### config.mk
export PLATFORM = sky130hd
export DESIGN_NAME = soma_display_scan
export DESIGN_NICKNAME = d
export VERILOG_FILES = /design/src/rtl/soma_display_scan.sv
export SDC_FILE = /design/constraint.sdc
export NUM_CORES = 1
export LEC_CHECK = 0
export CELL_PAD_IN_SITES_DETAIL_PLACEMENT = 1
export CELL_PAD_IN_SITES_GLOBAL_PLACEMENT = 2
export CORE_UTILIZATION = 42
export CTS_CLUSTER_SIZE = 8
export DETAILED_ROUTE_END_ITERATION = 16
export PLACE_DENSITY = 0.9
export SLEW_MARGIN = 25
export SYNTH_ARGS = -nofsm -noshare
export SYNTH_HDL_FRONTEND = slang
export SYNTH_SLANG_ARGS = --single-unit
### constraint.sdc
create_clock -name clk -period 3.65 [get_ports clk]
set_input_delay 1.095 -clock clk [delete_from_list [all_inputs] [get_ports clk]]
set_output_delay 1.095 -clock clk [all_outputs]
set_load 0.1 [all_outputs]
### src/rtl/soma_display_scan.sv
// Multiplexed 7-segment scan for the adder digits with frame-aligned snapshot commit.
// Optional leading-zero suppression: define SOMA_LEADING_ZERO_BLANK_EN.
module soma_display_scan #(
    parameter int NUM_DIGITS = 4,
    parameter int SCAN_DIV   = 4,
    parameter int CNT_W      = 16
) (
    input  logic                    clk,
    input  logic                    rst_n,
    input  logic                    load,
    input  logic [4*NUM_DIGITS-1:0] data_in,
    input  logic                    blank,
    output logic                    ready,
    output logic [3:0]              dec_nibble,
    output logic [NUM_DIGITS-1:0]   dig_en,
    output logic                    frame_start
);

    localparam int IW = $clog2(NUM_DIGITS);

    logic [CNT_W-1:0]        cnt;
    logic [IW-1:0]           idx;
    logic [4*NUM_DIGITS-1:0] hold;
    logic [4*NUM_DIGITS-1:0] shadow;
    logic                    pending;
    logic                    fresh;
    logic                    tick;
    logic                    last;
    logic                    commit;
    logic                    accept;
    logic [NUM_DIGITS-1:0]   sel;
    logic [NUM_DIGITS-1:0]   lz_mask;

    assign tick   = (cnt == CNT_W'(SCAN_DIV - 1));
    assign last   = (idx == IW'(NUM_DIGITS - 1));
    assign commit = pending && tick && last;
    assign accept = load && ready;
    assign sel    = NUM_DIGITS'(1) << idx;

`ifdef SOMA_LEADING_ZERO_BLANK_EN
    logic zero_above;

    // Walk down from the top digit; digit 0 is never suppressed.
    always_comb begin
        lz_mask    = '0;
        zero_above = 1'b1;
        for (int k = NUM_DIGITS - 1; k >= 1; k--) begin
            zero_above = zero_above && (hold[4*k +: 4] == 4'd0);
            lz_mask[k] = zero_above;
        end
    end
`else
    assign lz_mask = '0;
`endif

    always_ff @(posedge clk or negedge rst_n) begin
        if (!rst_n) begin
            cnt   <= '0;
            idx   <= '0;
            fresh <= 1'b1;
        end else begin
            cnt   <= tick ? '0 : cnt + CNT_W'(1);
            fresh <= tick && last;
            if (tick)
                idx <= last ? '0 : idx + IW'(1);
        end
    end

    always_ff @(posedge clk or negedge rst_n) begin
        if (!rst_n) begin
            hold    <= '0;
            shadow  <= '0;
            pending <= 1'b0;
            ready   <= 1'b1;
        end else if (commit) begin
            hold    <= shadow;
            pending <= 1'b0;
            ready   <= 1'b1;
        end else if (accept) begin
            shadow  <= data_in;
            pending <= 1'b1;
            ready   <= 1'b0;
        end
    end

    // Display outputs lag idx/hold by one cycle.
    always_ff @(posedge clk or negedge rst_n) begin
        if (!rst_n) begin
            dec_nibble  <= '0;
            dig_en      <= '0;
            frame_start <= 1'b0;
        end else begin
            dec_nibble  <= hold[4*idx +: 4];
            dig_en      <= blank ? '0 : (sel & ~lz_mask);
            frame_start <= fresh && (idx == '0);
        end
    end

endmodule
# [Yosys cells after proc, flatten, opt, wreduce, memory -nomap -nowiden]
# Index checks and enable logic that the tools add are counted.
[classes] n_addsub=2 mul=0 div=0 order_cmp=0 eq_ne=2 shifts=2 mux=7 bitwise=1 reduce_logical=8
[op_table] operator="$add A16 B1 Y16 const B" count=1
[op_table] operator="$eq A16 B2 Y1 const B" count=1
[op_table] operator="$mux W16" count=1
[op_table] operator="$shiftx A16 B5 Y4" count=1
[op_table] operator="$logic_and A1 B1 Y1" count=5
[op_table] operator="$mux W1" count=4
[op_table] operator="$mux W4" count=1
[op_table] operator="$shl A1 B2 Y4 const A" count=1
[op_table] operator="$add A2 B1 Y2 const B" count=1
[op_table] operator="$eq A2 B2 Y1 const B" count=1
[op_table] operator="$logic_not A2 Y1" count=1
[op_table] operator="$mux W2" count=1
[op_table] operator="$reduce_and A2 Y1" count=1
[op_table] operator="$reduce_bool A2 Y1" count=1
[op_table] operator="$not A1 Y1" count=1
[totals] ff_bits=62 latch_bits=0 ram_bits=0 mem_bits_ro=0 output_inout_bits=10 wordCells=32 mem_count=0

# [Depth between registers and ports, before layout]
[depth] ltp_word=5 depth_mapped=6 mapped_depth_nobuf=5

# [Least setup slack after synthesis]
# OpenSTA, ideal clock, no wires.
[synth_path] path_type="register to output" start="register dec_nibble[0]" end="output dec_nibble[0]" arrival_ps=883 required_ps=2555 slack_ps=1672 stages_incl_launch_ff=1 n_path_buf=0 cell_sequence="dfrtp_1"
[synth_rtl] item="from (decl)" line="14" rtl="output logic [3:0] dec_nibble,"
[synth_rtl] item="from (signal assigned)" line="93" rtl="dec_nibble <= hold[4*idx +: 4];"
# No word-level cell between the ends.

# [Worst setup path in the final report]
[layout_path] start="register ready" end="output ready"
[layout_rtl] item="from (decl)" line="13" rtl="output logic ready,"
[layout_rtl] item="from (signal assigned)" line="74" rtl="ready <= 1'b1;"
[layout_rtl] item="from (signal assigned)" line="78" rtl="ready <= 1'b1;"
[layout_rtl] item="from (signal assigned)" line="82" rtl="ready <= 1'b0;"
# No word-level cell between the ends.

==> report_table.html <==
<table>
<tr><th>Metric</th><th>Value</th></tr>
<tr><th colspan="2">Yosys</th></tr>
<tr><td>Synth Area per Inst</td><td>14.7 um^2</td></tr>
<tr><td>Adder and majority cell fraction of the synthesized area</td><td>0.0244</td></tr>
<tr><td>Biggest area contributors in the synthesized netlist</td><td>sky130_fd_sc_hd__dfrtp_1 58%, sky130_fd_sc_hd__mux2_2 7.5%, sky130_fd_sc_hd__mux2_1 7.0%</td></tr>
<tr><td>Synthesized area</td><td>2570 um^2</td></tr>
<tr><td>Post-synthesis simple-gate area fraction</td><td>0.111</td></tr>
<tr><td>Seq/Total Area, Yosys</td><td>0.605</td></tr>
<tr><td>Fraction of the mapped netlist area in compound gates</td><td>0.0166</td></tr>
<tr><td>Synth top area share</td><td>0.585</td></tr>
<tr><td>Cells after synthesis</td><td>175</td></tr>
<tr><td>Synth unique cells</td><td>30</td></tr>
<tr><td>Share of cell area taken by muxes after synthesis</td><td>0.180</td></tr>
<tr><td>Combinational family with the most area after synthesis</td><td>multiplexers</td></tr>
<tr><td>Xor and xnor fraction of the mapped netlist area</td><td>0.0443</td></tr>
<tr><td>Synth Register Bits</td><td>62</td></tr>
<tr><td>Most area-hungry cell type in the Yosys netlist</td><td>sky130_fd_sc_hd__dfrtp_1</td></tr>
<tr><td>Syn nets</td><td>200</td></tr>
<tr><td>Count of warnings emitted by yosys</td><td>0</td></tr>
<tr><th colspan="2">Critical path</th></tr>
<tr><td>Cells along the critical path</td><td>buf_4</td></tr>
<tr><td>Startpoint kind of the worst setup timing path</td><td>flip-flop</td></tr>
<tr><td>Slowest cell delay on critical path</td><td>0.58 ns</td></tr>
<tr><td>Slowest cell on the critical path</td><td>sky130_fd_sc_hd__dfstp_2</td></tr>
<tr><td>CP delay by family, top</td><td>flip-flops</td></tr>
<tr><td>Crit path capture type</td><td>output pin</td></tr>
<tr><td>Arrival time reported for the critical path endpoint</td><td>1.22 ns</td></tr>
<tr><td>Worst setup path category</td><td>reg -&gt; out</td></tr>
<tr><td>Highest fanout seen on the critical path</td><td>4</td></tr>
<tr><td>Buffer and inverter count on the worst path</td><td>1</td></tr>
<tr><td>Required time of the critical path</td><td>2.55 ns</td></tr>
<tr><th colspan="2">Global routing</th></tr>
<tr><td>Pin count of the biggest net entering global routing</td><td>28</td></tr>
<tr><td>Initial antenna violation count</td><td>0</td></tr>
<tr><td>GRT Total Usage</td><td>0.177</td></tr>
<tr><td>Total grt overflow</td><td>0</td></tr>
<tr><td>Number of global-route vias before repair</td><td>1,629</td></tr>
<tr><td>Global-route wire length before repair</td><td>8080 um</td></tr>
<tr><th colspan="2">Power and ir drop</th></tr>
<tr><td>Peak supply drop</td><td>0.290 mV</td></tr>
<tr><td>Power per cell area</td><td>540 nW/um^2</td></tr>
<tr><td>Leakage</td><td>1.35 nW</td></tr>
<tr><th colspan="2">Die</th></tr>
<tr><td>Placeable core region</td><td>5920 um^2</td></tr>
<tr><td>Number of cell rows</td><td>28</td></tr>
<tr><td>Starting density of the core</td><td>0.434</td></tr>
<tr><td>Die Span Y</td><td>80.2 um</td></tr>
<tr><td>Number of I/O pins</td><td>30</td></tr>
<tr><td>Die width</td><td>80.2 um</td></tr>
<tr><td>Overall die area</td><td>6430 um^2</td></tr>
<tr><th colspan="2">STA</th></tr>
<tr><td>Setup TNS</td><td>0 ns</td></tr>
<tr><td>Achievable Freq</td><td>432 MHz</td></tr>
<tr><td>RSZ-0062 raised after global routing</td><td>false</td></tr>
<tr><td>Share of the clock period used by the worst path after layout</td><td>0.634</td></tr>
<tr><td>Number of endpoints with negative hold slack in the final report</td><td>0</td></tr>
<tr><td>Final worst hold slack</td><td>0.457 ns</td></tr>
<tr><td>Post-route minimum period</td><td>2.31 ns</td></tr>
<tr><td>Slew Limit Fails</td><td>0</td></tr>
<tr><td>Clock tree skew after final layout</td><td>0.00819 ns</td></tr>
<tr><td>Worst slew margin relative to its limit</td><td>0.597</td></tr>
<tr><td>Slew of the pin with the lowest slew margin</td><td>0.601 ns</td></tr>
<tr><td>Final count of negative-setup-slack endpoints</td><td>0</td></tr>
<tr><th colspan="2">Clocking</th></tr>
<tr><td>Number of hold buffers added after cts</td><td>0</td></tr>
<tr><td>Clk_lat worst skew</td><td>0.34 ns</td></tr>
<tr><td>CTS Buffer Depth</td><td>2</td></tr>
<tr><td>Total number of H-tree levels</td><td>3</td></tr>
<tr><td>Sink Count</td><td>62</td></tr>
<tr><td>Inserted Clock Buffers</td><td>9</td></tr>
<tr><td>Clock-pin transition on the worst setup and hold timing paths</td><td>0.06 ns</td></tr>
<tr><td>CTS tree</td><td>built</td></tr>
<tr><td>Post-CTS setup repair buffer count</td><td>0</td></tr>
<tr><td>Number of gates given a new drive strength after cts</td><td>0</td></tr>
<tr><td>Root cell of the clock tree</td><td>sky130_fd_sc_hd__clkbuf_8</td></tr>
<tr><th colspan="2">Final layout</th></tr>
<tr><td>Growth of design area from synthesis to finish</td><td>19.5%</td></tr>
<tr><td>FF+latch area</td><td>1550 um^2</td></tr>
<tr><td>Count of fill cells added during filler insertion</td><td>612</td></tr>
<tr><td>Final Non-Filler Cells</td><td>293</td></tr>
<tr><td>Share of final-layout standard cells stronger than drive strength 1</td><td>0.248</td></tr>
<tr><td>Combined area of the multi-input logic cells</td><td>965 um^2</td></tr>
<tr><td>Final #Nets</td><td>238</td></tr>
<tr><td>Ant diodes</td><td>0</td></tr>
<tr><th colspan="2">Drt</th></tr>
<tr><td>DRC violations left</td><td>0</td></tr>
<tr><td>Per-cell routed wire length</td><td>16.4 um</td></tr>
<tr><td>Average vias per placed instance</td><td>5.03</td></tr>
<tr><td>Detailed-routing iteration count for the pre-antenna-repair pass</td><td>4</td></tr>
<tr><td>Number of nets with antenna violations after routing</td><td>0</td></tr>
<tr><td>Final WL</td><td>4790 um</td></tr>
<tr><td>DRT iter0 DRCs</td><td>45</td></tr>
<tr><td>Vias</td><td>1,473</td></tr>
<tr><th colspan="2">Placed design</th></tr>
<tr><td>Final HPWL from detailed placement</td><td>3410 um</td></tr>
<tr><td>Routability cong.</td><td>0.685</td></tr>
<tr><td>Number of placed instances, taps included</td><td>277</td></tr>
<tr><td>Number of buffers added on ports</td><td>29</td></tr>
<tr><th colspan="2">Flow run</th></tr>
<tr><td># Max-Cap Violations</td><td>0</td></tr>
<tr><th colspan="2">Outcome</th></tr>
<tr><td>Status</td><td>finished, final reports clean</td></tr>
<tr><th colspan="2">Min path</th></tr>
<tr><td>Min-Delay Path Class</td><td>reg -&gt; reg</td></tr>
</table>
==> synth_stat cells, drive strengths merged <==
cell type,number
nor2b,4
and3,2
nand2,6
nand3b,1
nor4,2
o21ai,2
ha,5
nor2,9
nor4b,1
and2,3
buf,2
nor3,4
mux2,33
nand3,6
o211ai,1
o22ai,1
dfstp,2
and4,2
xor2,6
dfrtp,60
a21oi,1
xnor2,7
mux4,4
nand4,4
clkbuf,2
inv,5
==> cells by family (layout without fill, tap and decap cells) <==
kind of cell | Yosys count | count (layout)
DFF | 62 | 62
xor gates and xnor gates | 13 | 13
buffers and inverters | 9 | 52
adders and majority gates | 5 | 5
AOI/OAI and AO/OA | 5 | 5
and+or+nand+nor | 44 | 44
muxes | 37 | 37
==> cell type report <==
cell class / instances / area share
clock inverter: 2 / 0.00326
tap: 75 / 0.0306
inverter: 5 / 0.00611
timing repair buffer: 31 / 0.0897
sequential: 62 / 0.506
multi-input combinational: 104 / 0.314
clock buffer: 14 / 0.0497
==> state kept, by name (all words and copies together) (netlist names) <==
name / flops
cnt: 16
pending: 1
idx: 2
frame_start: 1
hold: 16
dig_en: 4
fresh: 1
shadow: 16
dec_nibble: 4
ready: 1
==> placed cells by master (no fill, tap or decap), drive strengths merged <==
cell type	count
nand3b	1
nor2b	4
dfrtp	60
clkbuf	14
inv	5
o22ai	1
mux4	4
clkinv	2
xor2	6
nor4b	1
o211ai	1
and4	2
and3	2
nor3	4
buf	13
ha	5
nor4	2
nand4	4
nand3	6
and2	3
clkdlybuf4s50	18
xnor2	7
dfstp	2
a21oi	1
mux2	33
nor2	9
o21ai	2
nand2	6
==> final timing paths <==
check                       start          to  slack, ns  cells after the start
setup / recovery            ready       ready       1.34                      1
hold / removal             cnt[0]      cnt[0]       0.46                      1
setup reg to reg           cnt[0]     hold[5]       1.43                      5
hold reg to reg            cnt[0]      cnt[0]       0.46                      1
max in group asynchronous   rst_n  shadow[12]       2.26                      2
min in group asynchronous   rst_n     cnt[12]       0.69                      1
==> layer usage <==
| metal | global-route usage | part of all wire | wire, um |
|---|---|---|---|
| met2 | 0.285 | 0.48 | 2290 |
| met5 | 0 | 0 | 0 |
| met4 | 0.0804 | 0.016 | 75 |
| met1 | 0.214 | 0.46 | 2230 |
| met3 | 0.0591 | 0.041 | 196 |
==> where the power goes <==
part	internal, mW	switching, mW	total (mW)	leakage (nW)
clock	0.264	0.244	0.508	0.0844
combinational	0.119	0.174	0.293	0.496
sequential	0.800	0.0569	0.857	0.771
==> metrics by stage <==
stage           util  area [um^2]  power (mW)  setup slack, ns
2_1_floorplan      -         2570        1.07             1.67
3_3_place_gp   0.491         2910        1.15             1.25
3_5_place_dp   0.491         2910        1.16             1.22
4_1_cts        0.518         3070        1.67             1.33
5_1_grt        0.518         3070        1.74             1.22
6_report       0.518         3070        1.66             1.34
Note: power is estimated with default switching activity, not from simulation.
